## src/rtl/pisim_pkg.sv

```systemverilog
// Shared screen geometry, Q3.13 scale and divider state encodings for the pi estimator
// and the circle checker, so the inside rule is defined in one place.
package pisim_pkg;

  localparam int CX     = 240;
  localparam int CY     = 240;
  localparam int RADIUS = 240;
  localparam int SQ_LIM = 480;

  // 4.0 in unsigned Q3.13; the quotient width follows from it.
  localparam logic [15:0] Q313_FOUR = 16'h8000;
  localparam int          QUOT_W    = $bits(Q313_FOUR);

  typedef enum logic [1:0] {
    IDLE = 2'd0,
    DIV  = 2'd1,
    DONE = 2'd2
  } div_state_e;

endpackage

```

## src/rtl/pi_estimator_frac_divider.sv

```systemverilog
// Sequential restoring divider: quot = floor(num * 2^(QUOT_W-1) / den), one bit per cycle,
// for num <= den. Start is accepted only in IDLE; done pulses one cycle as the result lands.
module frac_divider
  import pisim_pkg::*;
#(
  parameter int CNT_W = 20
) (
  input  logic              clk10,
  input  logic              reset,
  input  logic              i_start,
  input  logic [CNT_W-1:0]  i_num,
  input  logic [CNT_W-1:0]  i_den,
  output logic              o_busy,
  output logic              o_done,
  output logic [QUOT_W-1:0] o_quot
);

  div_state_e        r_state;
  div_state_e        w_state_nxt;
  logic [CNT_W:0]    r_rem;
  logic [CNT_W:0]    r_den;
  logic [QUOT_W-1:0] r_quot;
  logic [QUOT_W-1:0] r_result;
  logic              r_done;
  logic [3:0]        r_bit_cnt;
  logic              w_ge;
  logic              w_last;
  logic [CNT_W:0]    w_rem_sub;

  always_ff @(posedge clk10) begin
    if (reset) r_state <= IDLE;
    else       r_state <= w_state_nxt;
  end

  always_comb begin
    w_state_nxt = r_state;
    case (r_state)
      IDLE:    if (i_start) w_state_nxt = DIV;
      DIV:     if (w_last)  w_state_nxt = DONE;
      DONE:    w_state_nxt = IDLE;
      default: w_state_nxt = IDLE;
    endcase
  end

  // rem stays below den after each step, so the shift never loses its top bit.
  assign w_ge      = (r_rem >= r_den);
  assign w_rem_sub = w_ge ? (r_rem - r_den) : r_rem;
  assign w_last    = (r_bit_cnt == 4'd0);

  always_ff @(posedge clk10) begin
    if (reset) begin
      r_rem     <= '0;
      r_den     <= '0;
      r_quot    <= '0;
      r_result  <= '0;
      r_done    <= 1'b0;
      r_bit_cnt <= 4'd0;
    end else begin
      r_done <= 1'b0;
      case (r_state)
        IDLE: begin
          if (i_start) begin
            r_rem     <= {1'b0, i_num};
            r_den     <= {1'b0, i_den};
            r_quot    <= '0;
            r_bit_cnt <= 4'(QUOT_W - 1);
          end
        end
        DIV: begin
          r_quot    <= {r_quot[QUOT_W-2:0], w_ge};
          r_rem     <= w_rem_sub << 1;
          r_bit_cnt <= r_bit_cnt - 4'd1;
        end
        DONE: begin
          r_result <= r_quot;
          r_done   <= 1'b1;
        end
        default: ;
      endcase
    end
  end

  assign o_busy = (r_state == DIV) || (r_state == DONE);
  assign o_done = r_done;
  assign o_quot = r_result;

endmodule

```

## src/rtl/pi_estimator.sv

```systemverilog
// Monte Carlo pi accumulator: classifies LFSR points against the display circle, counts
// inside/total and republishes 4*inside/total in Q3.13 after every count change.
module pi_estimator #(
  parameter int CNT_W  = 20,
  parameter int CX     = pisim_pkg::CX,
  parameter int CY     = pisim_pkg::CY,
  parameter int RADIUS = pisim_pkg::RADIUS,
  parameter int SQ_LIM = pisim_pkg::SQ_LIM
) (
  input  logic             clk10,
  input  logic             reset,
  input  logic             sample_valid,
  input  logic [8:0]       sample_x,
  input  logic [8:0]       sample_y,
  output logic [CNT_W-1:0] inside_count,
  output logic [CNT_W-1:0] total_count,
  output logic             saturated,
  output logic [15:0]      pi_est,
  output logic             pi_valid,
  output logic             busy
);

  localparam logic [17:0] R_SQ = 18'(RADIUS * RADIUS);

  logic                    r_s1_valid;
  logic                    r_s1_discard;
  logic signed [9:0]       r_s1_dx;
  logic signed [9:0]       r_s1_dy;
  logic                    r_s2_valid;
  logic                    r_s2_inside;
  logic signed [17:0]      w_dx_ext;
  logic signed [17:0]      w_dy_ext;
  logic signed [17:0]      w_dx_sq;
  logic signed [17:0]      w_dy_sq;
  logic [17:0]             w_dist;
  logic [CNT_W-1:0]        r_inside;
  logic [CNT_W-1:0]        r_total;
  logic                    r_pending;
  logic                    w_sat;
  logic                    w_accept;
  logic                    w_start;
  logic                    w_busy;
  logic                    w_done;
  logic [15:0]             w_quot;

  always_ff @(posedge clk10) begin
    if (reset) begin
      r_s1_valid   <= 1'b0;
      r_s1_discard <= 1'b0;
      r_s1_dx      <= '0;
      r_s1_dy      <= '0;
    end else begin
      r_s1_valid   <= sample_valid;
      r_s1_discard <= ({1'b0, sample_x} >= 10'(SQ_LIM)) || ({1'b0, sample_y} >= 10'(SQ_LIM));
      r_s1_dx      <= {1'b0, sample_x} - 10'(CX);
      r_s1_dy      <= {1'b0, sample_y} - 10'(CY);
    end
  end

  // Squares of |d| <= 271 fit 17 bits, their sum fits 18 bits unsigned.
  assign w_dx_ext = 18'(r_s1_dx);
  assign w_dy_ext = 18'(r_s1_dy);
  assign w_dx_sq  = w_dx_ext * w_dx_ext;
  assign w_dy_sq  = w_dy_ext * w_dy_ext;
  assign w_dist   = $unsigned(w_dx_sq) + $unsigned(w_dy_sq);

  always_ff @(posedge clk10) begin
    if (reset) begin
      r_s2_valid  <= 1'b0;
      r_s2_inside <= 1'b0;
    end else begin
      r_s2_valid  <= r_s1_valid && !r_s1_discard;
      r_s2_inside <= (w_dist < R_SQ);
    end
  end

  assign w_sat    = (r_total == {CNT_W{1'b1}});
  assign w_accept = r_s2_valid && !w_sat;
  // Snapshot uses the pre-update counts; a same-cycle accept keeps pending set.
  assign w_start  = r_pending && (r_total != '0) && !w_busy;

  always_ff @(posedge clk10) begin
    if (reset) begin
      r_inside  <= '0;
      r_total   <= '0;
      r_pending <= 1'b0;
    end else begin
      if (w_accept) begin
        r_total  <= r_total + {{(CNT_W-1){1'b0}}, 1'b1};
        r_inside <= r_inside + {{(CNT_W-1){1'b0}}, r_s2_inside};
      end
      if (w_accept)     r_pending <= 1'b1;
      else if (w_start) r_pending <= 1'b0;
    end
  end

  frac_divider #(
    .CNT_W (CNT_W)
  ) u_div (
    .clk10   (clk10),
    .reset   (reset),
    .i_start (w_start),
    .i_num   (r_inside),
    .i_den   (r_total),
    .o_busy  (w_busy),
    .o_done  (w_done),
    .o_quot  (w_quot)
  );

  assign inside_count = r_inside;
  assign total_count  = r_total;
  assign saturated    = w_sat;
  assign pi_est       = w_quot;
  assign pi_valid     = w_done;
  assign busy         = w_busy;

endmodule

```

## config.mk

```make
export PLATFORM = sky130hd
export DESIGN_NAME = pi_estimator
export DESIGN_NICKNAME = d
export VERILOG_FILES = /design/src/rtl/pisim_pkg.sv /design/src/rtl/pi_estimator_frac_divider.sv /design/src/rtl/pi_estimator.sv
export SDC_FILE = /design/constraint.sdc
export NUM_CORES = 1
export LEC_CHECK = 0
export ABC_AREA = 1
export BUFFER_PORTS_ARGS = -buffer_cell sky130_fd_sc_hd__clkbuf_2
export CAP_MARGIN = 20
export CORE_UTILIZATION = 25
export DETAILED_ROUTE_END_ITERATION = 7
export PLACE_DENSITY_LB_ADDON = 0.08
export SLEW_MARGIN = 20
export SYNTH_ARGS = -nofsm -noshare
export SYNTH_HDL_FRONTEND = slang
export SYNTH_SLANG_ARGS = --single-unit
```

## constraint.sdc

```tcl
create_clock -name clk10 -period 16.6 [get_ports clk10]
set_input_delay 1.66 -clock clk10 [delete_from_list [all_inputs] [get_ports clk10]]
set_output_delay 1.66 -clock clk10 [all_outputs]
set_load 0.005 [all_outputs]
```

---- Yosys cells after proc, flatten, opt, wreduce, memory -nomap -nowiden ----
Index checks and enable logic that the tools add are counted.
Widths: inputs -> output; s select.
cells by class
  $add $sub $neg .......................... 7
  $mul .................................... 2
  order comparisons ....................... 4
  eq/ne operators ......................... 5
  muxes and demuxes ....................... 13
  reduce and logical (&&, ||, !) cells .... 17
operators with widths
  kind                   number
  $pmux 21 s2            1
  $mul 10x10->18         2
  $pmux 16 s2            1
  $ge 21x20->1           1
  $mux 21                1
  $add 20x1->20          1
  $add 20x1->20 const B  1
  $eq 20x20->1 const B   1
  $mux 20                1
  $reduce_bool 20->1     1
  $sub 20x20->20         1
  $sub 9x8->10 const B   2
  $add 18x18->18         1
  $ge 9x9->1 const B     2
  $lt 18x16->1 const B   1
  $mux 16                1
  $pmux 4 s2             1
  $reduce_and 2->1       3
  $logic_and 1x1->1      4
  $logic_not 4->1        1
  $mux 2                 2
  $mux 4                 1
  $ne 2x1->1 const B     2
  $pmux 2 s2             1
  8 further kinds        14
word-level totals
  flip-flop bits (word level) ............. 145
  input port bits ......................... 21
  output and inout port bits .............. 59
  logic and storage cells ................. 64

---- Longest topological paths before layout ----
  depth in word-level cells ............... 6
  gate-level depth with buffers ........... 30
  gate-level depth less buffers ........... 29

---- Cells and area by module ----
Synthesis repeated with hierarchy kept, for this count alone.
unflattened totals
  cells, all modules ...................... 2061
  area total of the unflattened synthesis .. 14859.3 um^2
modules (own cells, without submodules)
  module        times used  cells an instance  area an instance (um^2)  sequential area each (um^2)
  pi_estimator  1           1321               9944.5                   1301.2
  frac_divider  1           740                4914.7                   1601.5

---- Least setup slack after synthesis ----
OpenSTA, ideal clock, no wires.
  kind .................................... flip-flop to flip-flop
  start point ............................. reg r_s1_dy[9]
  end point ............................... reg r_s2_inside
  library setup time ...................... 64 ps
  arrival ................................. 5946 ps
  data required time ...................... 16536 ps
  path slack .............................. 10589 ps
  cell stages (with the launch flop) ...... 25
  path buffers ............................ 1
  period minus slack after synthesis ...... 6011 ps
  cell sequence ........................... dfxtp_1 buf_6 inv_1 or2_2 fa_1 inv_1 fa_1 inv_1 fa_1 inv_1 fa_1 fa_1 fa_1 inv_1 fa_1 inv_1 ha_1 a21oi_1 o21ai_0 nor2_1 a21oi_1 nor2_1 xor2_1 nand3_1 nor2_1
between the ends
  cells in the longest elaborated chain, start to end .. 3
RTL lines
  what                    RTL line            RTL
  from (decl)             pi_estimator.sv:28  logic signed [9:0] r_s1_dy;
  from (signal assigned)  pi_estimator.sv:56  r_s1_dy <= {1'b0, sample_y} - 10'(CY);
  $mul 10x10->18          pi_estimator.sv:64  assign w_dy_sq = w_dy_ext * w_dy_ext;
  $add 18x18->18          pi_estimator.sv:65  assign w_dist = $unsigned(w_dx_sq) + $unsigned(w_dy_sq);
  $lt 18x16->1            pi_estimator.sv:73  r_s2_inside <= (w_dist < R_SQ);
  to (signal assigned)    pi_estimator.sv:73
  to (decl)               pi_estimator.sv:30  logic r_s2_inside;
No other way between the ends.
A chain may end at the register's enable or synchronous reset.

---- Worst setup path in the final report ----
Ends and elaborated chain as after synthesis.

==> impl_results.md <==
- Clock slew at reported path FFs: 0.07 ns
- R2R Setup Slk: 9.97 ns
- Clk sinks: 145
- Arr. time, crit path: 7.05 ns
- Most frequent cell on the critical path: fa_1
- CP peak stage delay: 0.74 ns
- Root buffer cell: clkbuf_16
- Critical path, cell by cell: inv_1 > or2_2 > fa_1 > inv_1 > fa_1 > inv_1 > fa_1 > inv_1 > fa_1 > fa_1 > fa_1 > inv_1 > fa_1 > inv_1 > ha_1 > a21oi_1 > o21ai_0 > nor2_1 > a21oi_1 > nor2_1 > xor2_1 > nand3_1 > nor2_1
- Avg WL per Cell: 15.7 um
- FF-to-FF End: r_s2_inside$_SDFF_PP0_
- CTS tree: yes
- Hold Path Class: reg -> reg
- Pre-CTS setup slack: 9.87 ns
- Global placer's final weighted congestion: 0.823
- Gr ovfl total: 0
- Max Slew Vio Count: 0
- Number of synthesized register bits: 145
- Most frequent cells in the layout: 425 x inv_1, 323 x nand2_1, 172 x fa_1
- Synth unique cells: 53
- Hpwl dp: 33,600 um
- Fraction of registers with async set/reset: 0%
- First-pass GRT wire length: 67,700 um
- VDD IR max: 0.0549 mV
- Primary FF master, synth: dfxtp_1
- CTS Buffer Depth: 2
- Gates resized, CTS repair: 0
- Status: finished, final reports clean
- Vias per cell: 4.28
- Setup-failing EPs final: 0
- Layout area overhead: 12.6%
- Skew final: 0.0186 ns
- Worst setup path startpoint: r_s1_dy[9]$_SDFF_PP0_
- Max Clock Freq: 151 MHz
- Hold_buf cts: 0
- Die ar.: 57,000 um^2
- Die height: 239 um
- Ys Warns: 0
- Layout fillers: 6,154
- Setup bufs post-CTS: 0
- Vias in the first global route: 12,200
- # rows: 86
- Setup WS post-layout: 9.97 ns
- Pwr/cell area: 105 nW/um^2
- Number of buffers added on ports: 79
- Initial Util: 25.4%
- Clock latency on the worst-skew pair: 0.48 ns
- Worst R2R Path Depth: 23
- Post-layout minimum cycle time: 6.63 ns
- Setup TNS: 0 ns
- Required time worst endpoint: 17.02 ns
- Nets: 2,170
- Hold depth: 1
- Share of cells above drive strength 1: 7.72%
- Share of Yosys cell area claimed by the top area cell type: 24.6%
- Most common cell after layout, fill and taps aside: inv_1
- Sequential share of the synthesized area: 20.7%
- Io pins: 80
- Final ANT Viol Nets: 0
- Syn avg cell area: 7.64 um^2
- Final wirelength: 41,600 um
- Global Route Usage Sum: 15.7%
- Total number of vias: 11,300
- Synthesized cell area: 14,000 um^2
- CTS HTree Levels: 4
- Syn_nets: 2,124
- Reg-to-Reg Start: r_s1_dy[9]$_SDFF_PP0_
- Startpoint types: flip-flop
- RSZ-0062 raised after global routing: no
- Crit Path Max Fanout: 15
- Period utilization: 39.9%
- Critical path type: reg -> reg
- Slew headroom: 37.6%
- Leakage: 8.10 nW
- Hold endpoint: r_s2_valid$_SDFF_PP0_
- Synth top area cells: fa_1 25%, dfxtp_1 21%, inv_1 11%
- Final routed DRC violation total: 0
- Largest net degree at the start of global routing: 61
- Max Cap Viol: 0
- Initial antenna violation count: 0
- Die W: 239 um
- Total power: 1.66 mW
- N_diodes: 0
- DRT Pass-1 Iters: 5
- Initial drt markers: 367
- Final hold viol count: 0
- CTS buffer count: 17
- Slowest stage cell, crit path: dfxtp_1
- Hold Startpoint: r_s1_discard$_SDFF_PP0_
- Mapped Cells: 1,835
- EDFF count, synth: 0
- Largest area contributor in the netlist: fa_1
- Core Region: 55,200 um^2
- Least-Margin Pin Slew: 0.936 ns
- Endpoint class of the critical path: flip-flop
==> where the power goes <==
| part | internal, mW | leakage [nW] | switching, mW |
|---|---|---|---|
| sequential | 0.355 | 1.17 | 0.0152 |
| clock | 0.275 | 0.318 | 0.169 |
| combinational | 0.328 | 6.61 | 0.515 |
==> logic make-up after synthesis <==
family	Yosys count	synth area share [%]
XOR/XNOR	53	3.55
AO/OA/AOI/OAI	267	10.2
buffers and inverters	488	13.5
flip-flops	145	20.7
AND/OR/NAND/NOR	614	18.9
adder cells (fa/ha/maj)	268	33.1
==> stage by stage <==
stage / cells / hold slack, ns / util, % / instance area [um^2]
floorplan: 1835 / 0.367 / - / 14000
global placement: 2610 / 0.383 / 27.4 / 15100
detailed placement: 2610 / 0.390 / 27.4 / 15100
CTS: 2640 / 0.394 / 28.6 / 15800
global route: 2640 / 0.412 / 28.6 / 15800
finish: 2640 / 0.387 / 28.6 / 15800
==> cells in the mapped netlist, types with 6 or more instances <==
cell      count
buf_2        14
nor2_1      151
dfxtp_1     145
nand2_1     323
ha_1         96
clkbuf_1     35
nand3_1      53
a21oi_1     151
o211ai_1     11
buf_4         6
o21ai_1       7
xor2_1       24
nand4_1      23
inv_1       426
fa_1        172
nor4_1       11
xnor2_1      26
o21ai_0      74
nor3_1       25
==> sequential cells by signal, summed over array words and instances (netlist names) <==
| signal | cells |
|---|---|
| u_div.r_rem | 21 |
| inside_count | 20 |
| total_count | 20 |
| u_div.r_den | 20 |
| u_div.o_quot | 16 |
| u_div.r_quot | 16 |
| r_s1_dx | 10 |
| r_s1_dy | 10 |
| u_div.r_bit_cnt | 4 |
| u_div.r_state | 2 |
| r_pending | 1 |
| r_s1_discard | 1 |
| r_s1_valid | 1 |
| r_s2_inside | 1 |
| r_s2_valid | 1 |
| u_div.o_done | 1 |
==> worst max path at each step <==
stage                                   endpoint  slack, ns  depth (start not counted)
after floorplan           r_s2_inside$_SDFF_PP0_      10.59                         24
after global placement    r_s2_inside$_SDFF_PP0_       9.93                         23
after detailed placement  r_s2_inside$_SDFF_PP0_       9.87                         24
after CTS                 r_s2_inside$_SDFF_PP0_       9.87                         24
after global routing      r_s2_inside$_SDFF_PP0_       9.40                         24
final                     r_s2_inside$_SDFF_PP0_       9.97                         23
==> worst max-delay path, delay by kind of cell, from the launching register on <==
kind	cells	cell delay [ns]
fa+ha+maj	8	3.96
simple gates	5	0.83
flops	1	0.74
buf+inv	6	0.46
compound gates	3	0.40
xor+xnor	1	0.15
==> layout make-up <==
class | count | area [um^2] | share of cell area, %
clock buffer | 19 | 453 | 2.87
clock inverter | 11 | 204 | 1.29
inverter | 431 | 1620 | 10.3
multi-input combinational | 1202 | 9220 | 58.5
sequential | 145 | 2900 | 18.4
tap | 748 | 936 | 5.93
timing repair buffer | 84 | 435 | 2.76
==> layer usage <==
layer	global-route usage, %	vias to the layer above	wire [um]
li1	-	5704	-
met1	18.4	5464	18100
met2	28.7	104	21400
met3	2.86	34	1020
met4	5.21	0	963
met5	0	-	0
Power figures use the tool's default switching activity.
